### config.mk
export PLATFORM = sky130hd
export DESIGN_NAME = fifo_wr_arbiter
export DESIGN_NICKNAME = d
export VERILOG_FILES = /design/src/rtl/fifo_ctrl_pkg.sv /design/src/rtl/rr_picker.sv /design/src/rtl/fifo_wr_arbiter.sv
export SDC_FILE = /design/constraint.sdc
export NUM_CORES = 1
export LEC_CHECK = 0
export CORE_ASPECT_RATIO = 0.5
export CORE_MARGIN = 5
export CORE_UTILIZATION = 40
export DETAILED_ROUTE_END_ITERATION = 8
export PLACE_DENSITY = 0.81
export SETUP_SLACK_MARGIN = 0.3
export SYNTH_ARGS = -nofsm -noshare
export SYNTH_HDL_FRONTEND = slang
export SYNTH_SLANG_ARGS = --single-unit
### constraint.sdc
create_clock -name wr_clk -period 4.2 [get_ports wr_clk]
set_input_delay 0.84 -clock wr_clk [delete_from_list [all_inputs] [get_ports wr_clk]]
set_output_delay 0.84 -clock wr_clk [all_outputs]
set_load 0.01 [all_outputs]
### src/rtl/fifo_ctrl_pkg.sv
// Shared definitions for the FIFO control blocks.
//   fifo_ctrl_state_e : two-state arbiter FSM encoding (ST_IDLE, ST_GRANT)
//   BEAT_CNT_W        : width of the per-grant beat counter
package fifo_ctrl_pkg;

   typedef enum logic [0:0] {
      ST_IDLE  = 1'b0,
      ST_GRANT = 1'b1
   } fifo_ctrl_state_e;

   localparam int unsigned BEAT_CNT_W = 8;

endpackage

### src/rtl/rr_picker.sv
// Combinational round-robin picker.
//   req_vec    : request vector, one bit per requester
//   last_grant : index granted most recently; search starts one above it
//   winner     : first requesting index found from last_grant+1 upward with wrap
//   any_req    : at least one request bit is set
module rr_picker #(
   parameter int unsigned NUM_REQ = 4,
   parameter int unsigned IDX_W   = $clog2(NUM_REQ)
) (
   input  logic [NUM_REQ-1:0] req_vec,
   input  logic [IDX_W-1:0]   last_grant,
   output logic [IDX_W-1:0]   winner,
   output logic               any_req
);

   always_comb begin
      int unsigned idx;
      logic        found;
      idx    = 0;
      found  = 1'b0;
      winner = '0;
      // Offset NUM_REQ wraps back to last_grant itself, so a lone requester re-wins.
      for (int unsigned k = 1; k <= NUM_REQ; k++) begin
         idx = (32'(last_grant) + k) % NUM_REQ;
         if (!found && req_vec[idx]) begin
            winner = idx[IDX_W-1:0];
            found  = 1'b1;
         end
      end
   end

   assign any_req = |req_vec;

endmodule

### src/rtl/fifo_wr_arbiter.sv
// Round-robin write arbiter in front of an async FIFO write port.
//   wr_clk, wr_rst_n       : write-domain clock, async active-low reset
//   req_valid/data/last    : per-requester beat stream (data packed i*DATA_WIDTH)
//   req_ready              : per-requester accept, only the grant holder may see 1
//   fifo_full              : FIFO full flag; stalls the holder
//   fifo_wr_en/wr_data     : FIFO write port, data passed through combinationally
//   grant_id, busy         : current holder (0 when idle) and grant-held flag
// A grant is held until the holder's last beat or MAX_BURST beats are accepted.
module fifo_wr_arbiter
   import fifo_ctrl_pkg::*;
#(
   parameter int unsigned DATA_WIDTH = 8,
   parameter int unsigned NUM_REQ    = 4,
   parameter int unsigned MAX_BURST  = 16,
   localparam int unsigned IDX_W     = $clog2(NUM_REQ)
) (
   input  logic                          wr_clk,
   input  logic                          wr_rst_n,
   input  logic [NUM_REQ-1:0]            req_valid,
   input  logic [NUM_REQ*DATA_WIDTH-1:0] req_data,
   input  logic [NUM_REQ-1:0]            req_last,
   output logic [NUM_REQ-1:0]            req_ready,
   input  logic                          fifo_full,
   output logic                          fifo_wr_en,
   output logic [DATA_WIDTH-1:0]         fifo_wr_data,
   output logic [IDX_W-1:0]              grant_id,
   output logic                          busy
);

   localparam logic [BEAT_CNT_W:0] MAX_BURST_C = (BEAT_CNT_W + 1)'(MAX_BURST);

   fifo_ctrl_state_e        state_q, state_d;
   logic [IDX_W-1:0]        grant_q, grant_d;
   logic [IDX_W-1:0]        last_q, last_d;
   logic [BEAT_CNT_W-1:0]   cnt_q, cnt_d;

   logic [DATA_WIDTH-1:0]   req_data_arr [NUM_REQ];
   logic [IDX_W-1:0]        winner;
   logic                    any_req;
   logic                    accept;
   logic [BEAT_CNT_W:0]     cnt_inc;

   always_comb begin
      for (int unsigned i = 0; i < NUM_REQ; i++) begin
         req_data_arr[i] = req_data[i*DATA_WIDTH +: DATA_WIDTH];
      end
   end

   rr_picker #(
      .NUM_REQ (NUM_REQ),
      .IDX_W   (IDX_W)
   ) u_rr_picker (
      .req_vec    (req_valid),
      .last_grant (last_q),
      .winner     (winner),
      .any_req    (any_req)
   );

   assign accept  = (state_q == ST_GRANT) && req_valid[grant_q] && !fifo_full;
   // One extra bit so MAX_BURST = 256 is reachable with an 8-bit counter.
   assign cnt_inc = {1'b0, cnt_q} + 1'b1;

   always_comb begin
      state_d = state_q;
      grant_d = grant_q;
      last_d  = last_q;
      cnt_d   = cnt_q;
      unique case (state_q)
         ST_IDLE: begin
            if (any_req) begin
               state_d = ST_GRANT;
               grant_d = winner;
            end
         end
         ST_GRANT: begin
            if (accept) begin
               cnt_d = cnt_inc[BEAT_CNT_W-1:0];
               if (req_last[grant_q] || (cnt_inc == MAX_BURST_C)) begin
                  state_d = ST_IDLE;
                  last_d  = grant_q;
                  grant_d = '0;
                  cnt_d   = '0;
               end
            end
         end
         default: state_d = ST_IDLE;
      endcase
   end

   always_comb begin
      req_ready    = '0;
      fifo_wr_en   = 1'b0;
      fifo_wr_data = '0;
      if (state_q == ST_GRANT) begin
         req_ready[grant_q] = !fifo_full;
         fifo_wr_en         = req_valid[grant_q] && !fifo_full;
         fifo_wr_data       = req_data_arr[grant_q];
      end
   end

   assign grant_id = grant_q;
   assign busy     = (state_q == ST_GRANT);

   always_ff @(posedge wr_clk or negedge wr_rst_n) begin
      if (!wr_rst_n) begin
         state_q <= ST_IDLE;
         grant_q <= '0;
         last_q  <= IDX_W'(NUM_REQ - 1);
         cnt_q   <= '0;
      end else begin
         state_q <= state_d;
         grant_q <= grant_d;
         last_q  <= last_d;
         cnt_q   <= cnt_d;
      end
   end

endmodule

# After elaboration in Yosys (flattened, before gate mapping)
# Index checks and enable logic that the tools add are counted.
word_totals:
  latch_bits: 0
  reg_bits: 13
  output_inout_bits: 16
  rom_bits: 0
  memories: 0
  elab_cells: 75
  ramBits: 0
classes:
  n_shift: 0
  n_addsub: 5
  n_lt_le_gt_ge: 7
  eq_ne: 4
  n_mul: 0
  div_mod_pow: 0
  muxes: 36
  bitwise_logic: 3
  reduce_logical: 16
ops:
  columns: ["op", "n"]
  rows:
  - ["2-to-1 mux 8 bit", 4]
  - ["binary-select mux 8 bit (select 2 bit)", 1]
  - ["< comparator 2 x 3 -> 1 bit (second input constant)", 5]
  - ["2-to-1 mux 1 bit", 14]
  - ["2-to-1 mux 2 bit", 7]
  - ["binary-select mux 1 bit (select 2 bit)", 6]
  - ["adder 8 x 1 -> 9 bit (second input constant)", 1]
  - ["== test 9 x 5 -> 1 bit (second input constant)", 1]
  - ["logical AND 1 bit", 7]
  - ["AND reduction 3 bit", 2]
  - ["adder 2 x 1 -> 2 bit (second input constant)", 2]
  - ["adder 2 bit (second input constant)", 2]
  - ["AND 4 bit", 1]
  - ["zero test 1 bit", 4]
  - ["2-to-1 mux 4 bit", 1]
  - ["!= test 2 x 1 -> 1 bit (second input constant)", 2]
  - ["one-hot mux 2 bit (2 select lines)", 1]
  - ["OR reduction 4 bit", 1]
  - [">= comparator 3 bit (second input constant)", 1]
  - ["NOT 2 -> 3 bit", 1]
  - ["demux 1 bit (select 2 bit)", 1]
  - [">= comparator 2 x 1 -> 1 bit (second input constant)", 1]
  - ["!= test 2 bit (second input constant)", 1]
  - ["one-hot mux 1 bit (2 select lines)", 1]
  - ["other kinds (3)", 3]

# Depth between registers and ports, before layout
# Gate-level depths: netlist of run 1.
depth:
  word_depth: 15
  mapped_depth: 7

# By module
# A second synthesis of run 1 with hierarchy kept.
hier_totals:
  cells_unflattened: 114
  area_unflattened_um2: 1112.3
by_module_without_submodules:
  columns: ["mod", "seq_area_each_um2", "cells_per_inst", "area_each_um2", "n_inst"]
  rows:
  - ["fifo_wr_arbiter", 327.8, 100, 1031.0, 1]
  - ["rr_picker", 0.0, 14, 81.3, 1]

# Least setup slack after synthesis of run 1
# Ideal clock, no wire load.
synth_path:
  path_type: "input-to-output"
  start: "in req_valid[3]"
  end: "out fifo_wr_en"
  path_stages: 3
  arrival_time_ns: 1.578
  path_slack_ns: 1.782
  path_cell_list: "mux4_2 -> nand2_2 -> inv_2"
synth_between:
  elab_chain_cells: 4
synth_lines:
  columns: ["item", "line_no", "source"]
  rows:
  - ["start, declared", "fifo_wr_arbiter.sv:19", "input logic [NUM_REQ-1:0] req_valid,"]
  - ["binary-select mux 1 bit (select 2 bit)", "fifo_wr_arbiter.sv:96", "fifo_wr_en = req_valid[grant_q] && !fifo_full;"]
  - ["2-to-1 mux 1 bit (implied by the code)", "fifo_wr_arbiter.sv:96", null]
  - ["logical AND 1 bit", "fifo_wr_arbiter.sv:96", null]
  - ["2-to-1 mux 1 bit", "fifo_wr_arbiter.sv:94", "if (state_q == ST_GRANT) begin"]
  - ["end, declared", "fifo_wr_arbiter.sv:24", "output logic fifo_wr_en,"]
# Every way passes these cells. The select of a mux whose other input is x is not followed.

# Worst setup path after layout of run 1
# Ends and elaborated chain as after synthesis.

==> results.yml, run 1 <==
sta:
  max_slew_margin: 0.429
  tightest_slew_ps: 856
  fin_skew_ps: 5.01
  finalSetupViolations: 0
  report.final.slew_viol_count: 0
  fin_crit_sh: 0.850
  period_needed_ps: 3570
  final_hold_viol_count: 0
  rsz0062_at_grt: "false"
  fmax_mhz: 280
  fin_tns_setup_ps: 0
synth:
  syn-num-nets: 173
  ys_ff_latch: 13
  synthDominantCellAreaShare: 0.228
  syn_avg_cell_area_um2: 9.43
  yosys_warnings: 0
  syn-cell-area_um2: 1210
  ys_top_cells_by_area: "dfrtp_1 (23%), mux4_1 (11%), mux4_2 (9.3%), o21ai_0 (5.4%), and2_1 (4.7%)"
  synth_top_area_cell: "dfrtp_1"
  synth_cell_types: 42
  seq_area_frac_synth: 0.272
  synth_cells: 128
run_status:
  status: "complete, no violations"
final_layout:
  drive_gt1_frac: 0.0978
  nets: 230
  finalNonFillerCells: 224
  num_antenna_cells: 0
  areaGrowthSynthToFinish_pct: 53.1
  stdcell_area_um2: 1850
global_routing:
  grt_first_pass_wirelength_um: 6290
  grt_antenna_before_repair: 0
  grt_pass1_vias: 1326
  grtUsageTotal: 0.187
  overflow: 0
  grt_max_degree: 20
worst_setup_path:
  worstSetupEndpoint: "fifo_wr_en"
  cp_data_required_time_ps: 3360
  r2r-end: "cnt_q[6]"
  r2r_cells: 4
  critPathKind: "input pin to output port"
  arrival_ps: 2730
  regToRegSetupSlack_ps: 1890
  startpoint: "req_valid[3]"
  timing.rr.start: "grant_id[0]"
  endpoint_kind: "output port"
  cp-start-kind: "input pin"
  crit_path_max_fanout: 10
clock_network:
  root_buffer: "clkbuf_8"
  cts_sinks: 13
  clockBufferDepth: 2
  tritoncts: "built"
  clk_pin_slew_ps: 50
  hold_buffers: 0
  post_cts_buffers: 0
  worst_skew_pair.late_latency_ps: 250
  cts_buffers: 3
  cts_max_level: 1
  cts_resized: 0
power_and_ir_drop:
  leakagePower_nw: 0.716
  power_density_nw_per_um2: 506
  power_w: 0.000935
  ir_drop_uv: 196
route:
  vias: 1245
  post-route-drc-count: 0
  wl_um: 3820
  first_pass_iters: 4
  drt_iter0_markers: 74
  ant_nets: 0
  vias_per_cell: 5.56
  wl_per_cell_um: 17.0
place:
  placement.io_buffers: 58
  dp_cells: 220
  dp_hpwl_um: 2950
  place_area_um2: 1800
  gp_congestion: 0.804
floorplan:
  ios: 59
  rows: 14
  core_um2: 2940
  start_util: 0.410
  die_y_um: 48.9
  die_w_um: 87.7
  dieArea_um2: 4280
run:
  cap_violations: 0
min_path:
  hold_path.class: "flip-flop to flip-flop"
-- logic make-up after synthesis --
family	after synthesis	share of synthesized area
adders and majority gates	2	0.0207
AOI/OAI and AO/OA	37	0.202
DFF	13	0.271
xor gates and xnor gates	1	0.00726
and+or+nand+nor	52	0.235
muxes	12	0.219
buffers and inverters	11	0.0445
-- final cells by class --
class                           instances  area [um^2]
Clock buffer                            4         45.0
Multi-Input combinational cell        104          826
Tap cell                               40         50.0
Sequential cell                        13          328
Fill cell                             261         1090
Inverter                                5         18.8
Timing Repair Buffer                   58          581
-- per-layer routing --
layer  routed length, um  up-vias  global-route usage
met2                1890       63               0.318
met1                1570      572               0.226
met3                 314        6              0.0658
met5                   0        -                   0
li1                    -      604                   -
met4                  46        0              0.0459
-- sequential cells by signal (all words and copies together), names as in the netlist --
signal,cells
grant_id,2
last_q,2
cnt_q,8
busy,1
-- synthesized netlist by cell type, drive strengths merged --
cell,number
a21oi,6
a22o,1
a22oi,3
a31oi,2
and2,9
and2b,1
and3,3
buf,3
clkbuf,3
dfrtp,11
dfstp,2
ha,2
inv,5
mux2i,2
mux4,10
nand2,13
nand3,6
nand3b,1
nand4b,1
nor2,9
nor2b,2
nor3,2
nor3b,2
nor4,1
o211ai,4
o21ai,15
o21bai,1
o22ai,2
o31ai,2
o41ai,1
or3,1
or4,1
xnor2,1
-- report_power, final --
part / internal [W] / switching [W] / total, W
logic: 0.000310 / 0.000223 / 0.000533
registers: 0.000169 / 0.000116 / 0.000285
clock network: 0.0000673 / 0.0000500 / 0.000117
total: 0.000546 / 0.000389 / 0.000935
-- worst max-delay path, cell delays in order --
cell	delay (ps)
clkdlybuf4s50_1	510
mux4_2	540
nand2_2	230
inv_2	110
clkdlybuf4s50_1	490
-- worst min path at each step --
stage | startpoint | to | slack, ps | cells past startpoint
floorplan | cnt_q[7] | cnt_q[7] | 460 | 1
global placement | cnt_q[7] | cnt_q[7] | 490 | 1
detailed placement | cnt_q[7] | cnt_q[7] | 490 | 1
CTS | cnt_q[7] | cnt_q[7] | 500 | 1
global route | cnt_q[7] | cnt_q[7] | 520 | 1
finish | cnt_q[7] | cnt_q[7] | 500 | 1
-- placed cells by master, fill, tap and decap left out, drive strengths merged, types with 5 or more instances in the layout --
| master | count |
|---|---|
| a21oi | 6 |
| and2 | 9 |
| clkdlybuf4s50 | 58 |
| dfrtp | 11 |
| inv | 5 |
| mux4 | 10 |
| nand2 | 13 |
| nand3 | 6 |
| nor2 | 9 |
| o21ai | 15 |
-- stage by stage --
| stage | util | hold WS (ps) | setup WS [ps] |
|---|---|---|---|
| 2_1_floorplan | - | 460 | 1780 |
| 3_3_place_gp | 0.613 | 491 | 725 |
| 3_5_place_dp | 0.613 | 493 | 649 |
| 4_1_cts | 0.628 | 496 | 647 |
| 5_1_grt | 0.628 | 523 | 562 |
| 6_report | 0.628 | 497 | 629 |
Power figures use the tool's default switching activity.
==> inputs of run 2 (changes only) <==
--- a/config.mk
+++ b/config.mk
@@ -9,6 +9,7 @@
 export CORE_MARGIN = 5
 export CORE_UTILIZATION = 40
 export DETAILED_ROUTE_END_ITERATION = 8
+export MAX_ROUTING_LAYER = met4
 export PLACE_DENSITY = 0.81
 export SETUP_SLACK_MARGIN = 0.3
 export SYNTH_ARGS = -nofsm -noshare
==> run 2 against run 1 <==
Net effect:
- clock-buffer cell count unchanged
- routed wire length decreased by 3.0%
- core utilization unchanged
- fmax increased by 0.79%
- critical path depth unchanged
- hold slack about the same
- total power decreased by 1.2%
- first-iteration DRC count increased by 35%
- clock skew increased by 2.6 ps
- sequential cell count unchanged
- final cell count unchanged
- global-route usage increased by 0.099 points
- highest routed layer unchanged
==> results.yml, run 2 (synthesis gave the netlist of run 1 again) <==
route:
  drt_iter0_markers: 100
  first_pass_iters: 4
  vias_per_cell: 5.63
  vias: 1262
  wl_per_cell_um: 16.5
  post-route-drc-count: 0
  ant_nets: 0
  wl_um: 3700
sta:
  finalSetupViolations: 0
  fin_tns_setup_ps: 0
  period_needed_ps: 3540
  tightest_slew_ps: 848
  report.final.slew_viol_count: 0
  rsz0062_at_grt: "false"
  final_hold_viol_count: 0
  fin_crit_sh: 0.844
  fmax_mhz: 282
  max_slew_margin: 0.435
  fin_skew_ps: 7.56
  fin_ws_ps: 657
global_routing:
  gr-max-usage-layer: "met2"
  grt_max_degree: 20
  grtUsageTotal: 0.188
  met1_usage: 0.238
  grt_first_pass_wirelength_um: 6000
  grt_pass1_vias: 1271
  overflow: 0
  use_met3: 0.0438
  met2_usage: 0.296
  grt_antenna_before_repair: 0
clock_network:
  hold_buffers: 0
  clk_pin_slew_ps: 50
  post_cts_buffers: 0
  clockBufferDepth: 2
  worst_skew_pair.late_latency_ps: 250
  root_buffer: "clkbuf_8"
  tritoncts: "built"
  cts_max_level: 1
  cts_sinks: 13
  cts_resized: 0
  cts_buffers: 3
worst_setup_path:
  critPathKind: "input pin to output port"
  arrival_ps: 2700
  cp_data_required_time_ps: 3360
  crit_path_max_fanout: 10
  cp-start-kind: "input pin"
  cpPeakStageDelay_ps: 540
  crit_path_top_delay_cell: "mux4_2"
  cpMostUsedCell: "clkdlybuf4s50_1"
  endpoint_kind: "output port"
  crit_chain: "clkdlybuf4s50_1 -> mux4_2 -> nand2_2 -> inv_2 -> clkdlybuf4s50_1"
floorplan:
  start_util: 0.410
  ios: 59
  rows: 14
  dieArea_um2: 4280
  die_w_um: 87.7
  core_um2: 2940
  die_y_um: 48.9
final_layout:
  largest_reg_flops: 8
  regMostFlops: "cnt_q"
  num_antenna_cells: 0
  finalNonFillerCells: 224
  areaGrowthSynthToFinish_pct: 53.1
  final_cell_mix: "clkdlybuf4s50_1 (58), o21ai_0 (13), nand2_1 (12), dfrtp_1 (11), and2_1 (9)"
  drive_gt1_frac: 0.0978
  stdcell_area_um2: 1850
  nets: 230
  mostFrequentLayoutCell: "clkdlybuf4s50_1"
power_and_ir_drop:
  p_seq_frac: 0.303
  power_density_nw_per_um2: 500
  p_int_w: 0.000546
  leakagePower_nw: 0.716
  clock_power_share: 0.126
  swShare: 0.410
  power_switching_w: 0.000379
  ir_drop_uv: 227
  power_w: 0.000924
  pwr-share-comb: 0.571
place:
  gp_congestion: 0.804
  placement.io_buffers: 58
  place_area_um2: 1800
  dp_hpwl_um: 2920
  post-place-ws_ps: 662
  dp_cells: 220
run_status:
  status: "complete, no violations"
min_path:
  hold_path.class: "flip-flop to flip-flop"
run:
  cap_violations: 0
==> run 2: cell counts in the layout (fill, tap and decap cells not counted) <==
Identical to the previous run, type by type.
==> run 2: routing by layer <==
layer | share of wire | vias to the layer above
li1 | - | 600
met1 | 0.44 | 592
met2 | 0.47 | 59
met3 | 0.065 | 11
met4 | 0.024 | 0
met5 | 0 | -
==> run 2: final cells by class <==
cell class / instances / area, um^2
clock buffer: 4 / 45.0
fill: 245 / 1090
inverter: 5 / 18.8
multi-input combinational: 104 / 826
sequential: 13 / 328
tap: 40 / 50.0
timing repair buffer: 58 / 581
==> run 2: worst max-delay path, delay by kind of cell <==
kind | cells | cell delay [ps]
buf+inv | 3 | 1110
mux | 1 | 540
simple gates | 1 | 210
==> run 2: power groups by stage <==
stage,Clock [W],Sequential [W],Combinational [W]
6_report,0.000117,0.000280,0.000528
5_1_grt,0.000123,0.000296,0.000575
4_1_cts,0.000119,0.000280,0.000532
3_5_place_dp,0,0.000281,0.000528
3_3_place_gp,0,0.000279,0.000515
2_1_floorplan,0,0.000213,0.000369
==> run 2: worst paths after layout <==
check,endpoint,from,cells past startpoint,slack (ps)
max,fifo_wr_en,req_valid[3],5,660
max reg2reg,cnt_q[7],grant_id[0],4,1930
max in group asynchronous,cnt_q[0],wr_rst_n,1,2840
min reg2reg,cnt_q[7],cnt_q[7],1,500
min in group asynchronous,grant_id[1],wr_rst_n,1,960
min,cnt_q[7],cnt_q[7],1,500
==> run 2: per-stage QoR <==
step           hold slack, ps   util
6_report                  497  0.628
5_1_grt                   529  0.628
4_1_cts                   498  0.628
3_5_place_dp              493  0.613
3_3_place_gp              490  0.613
2_1_floorplan             460      -
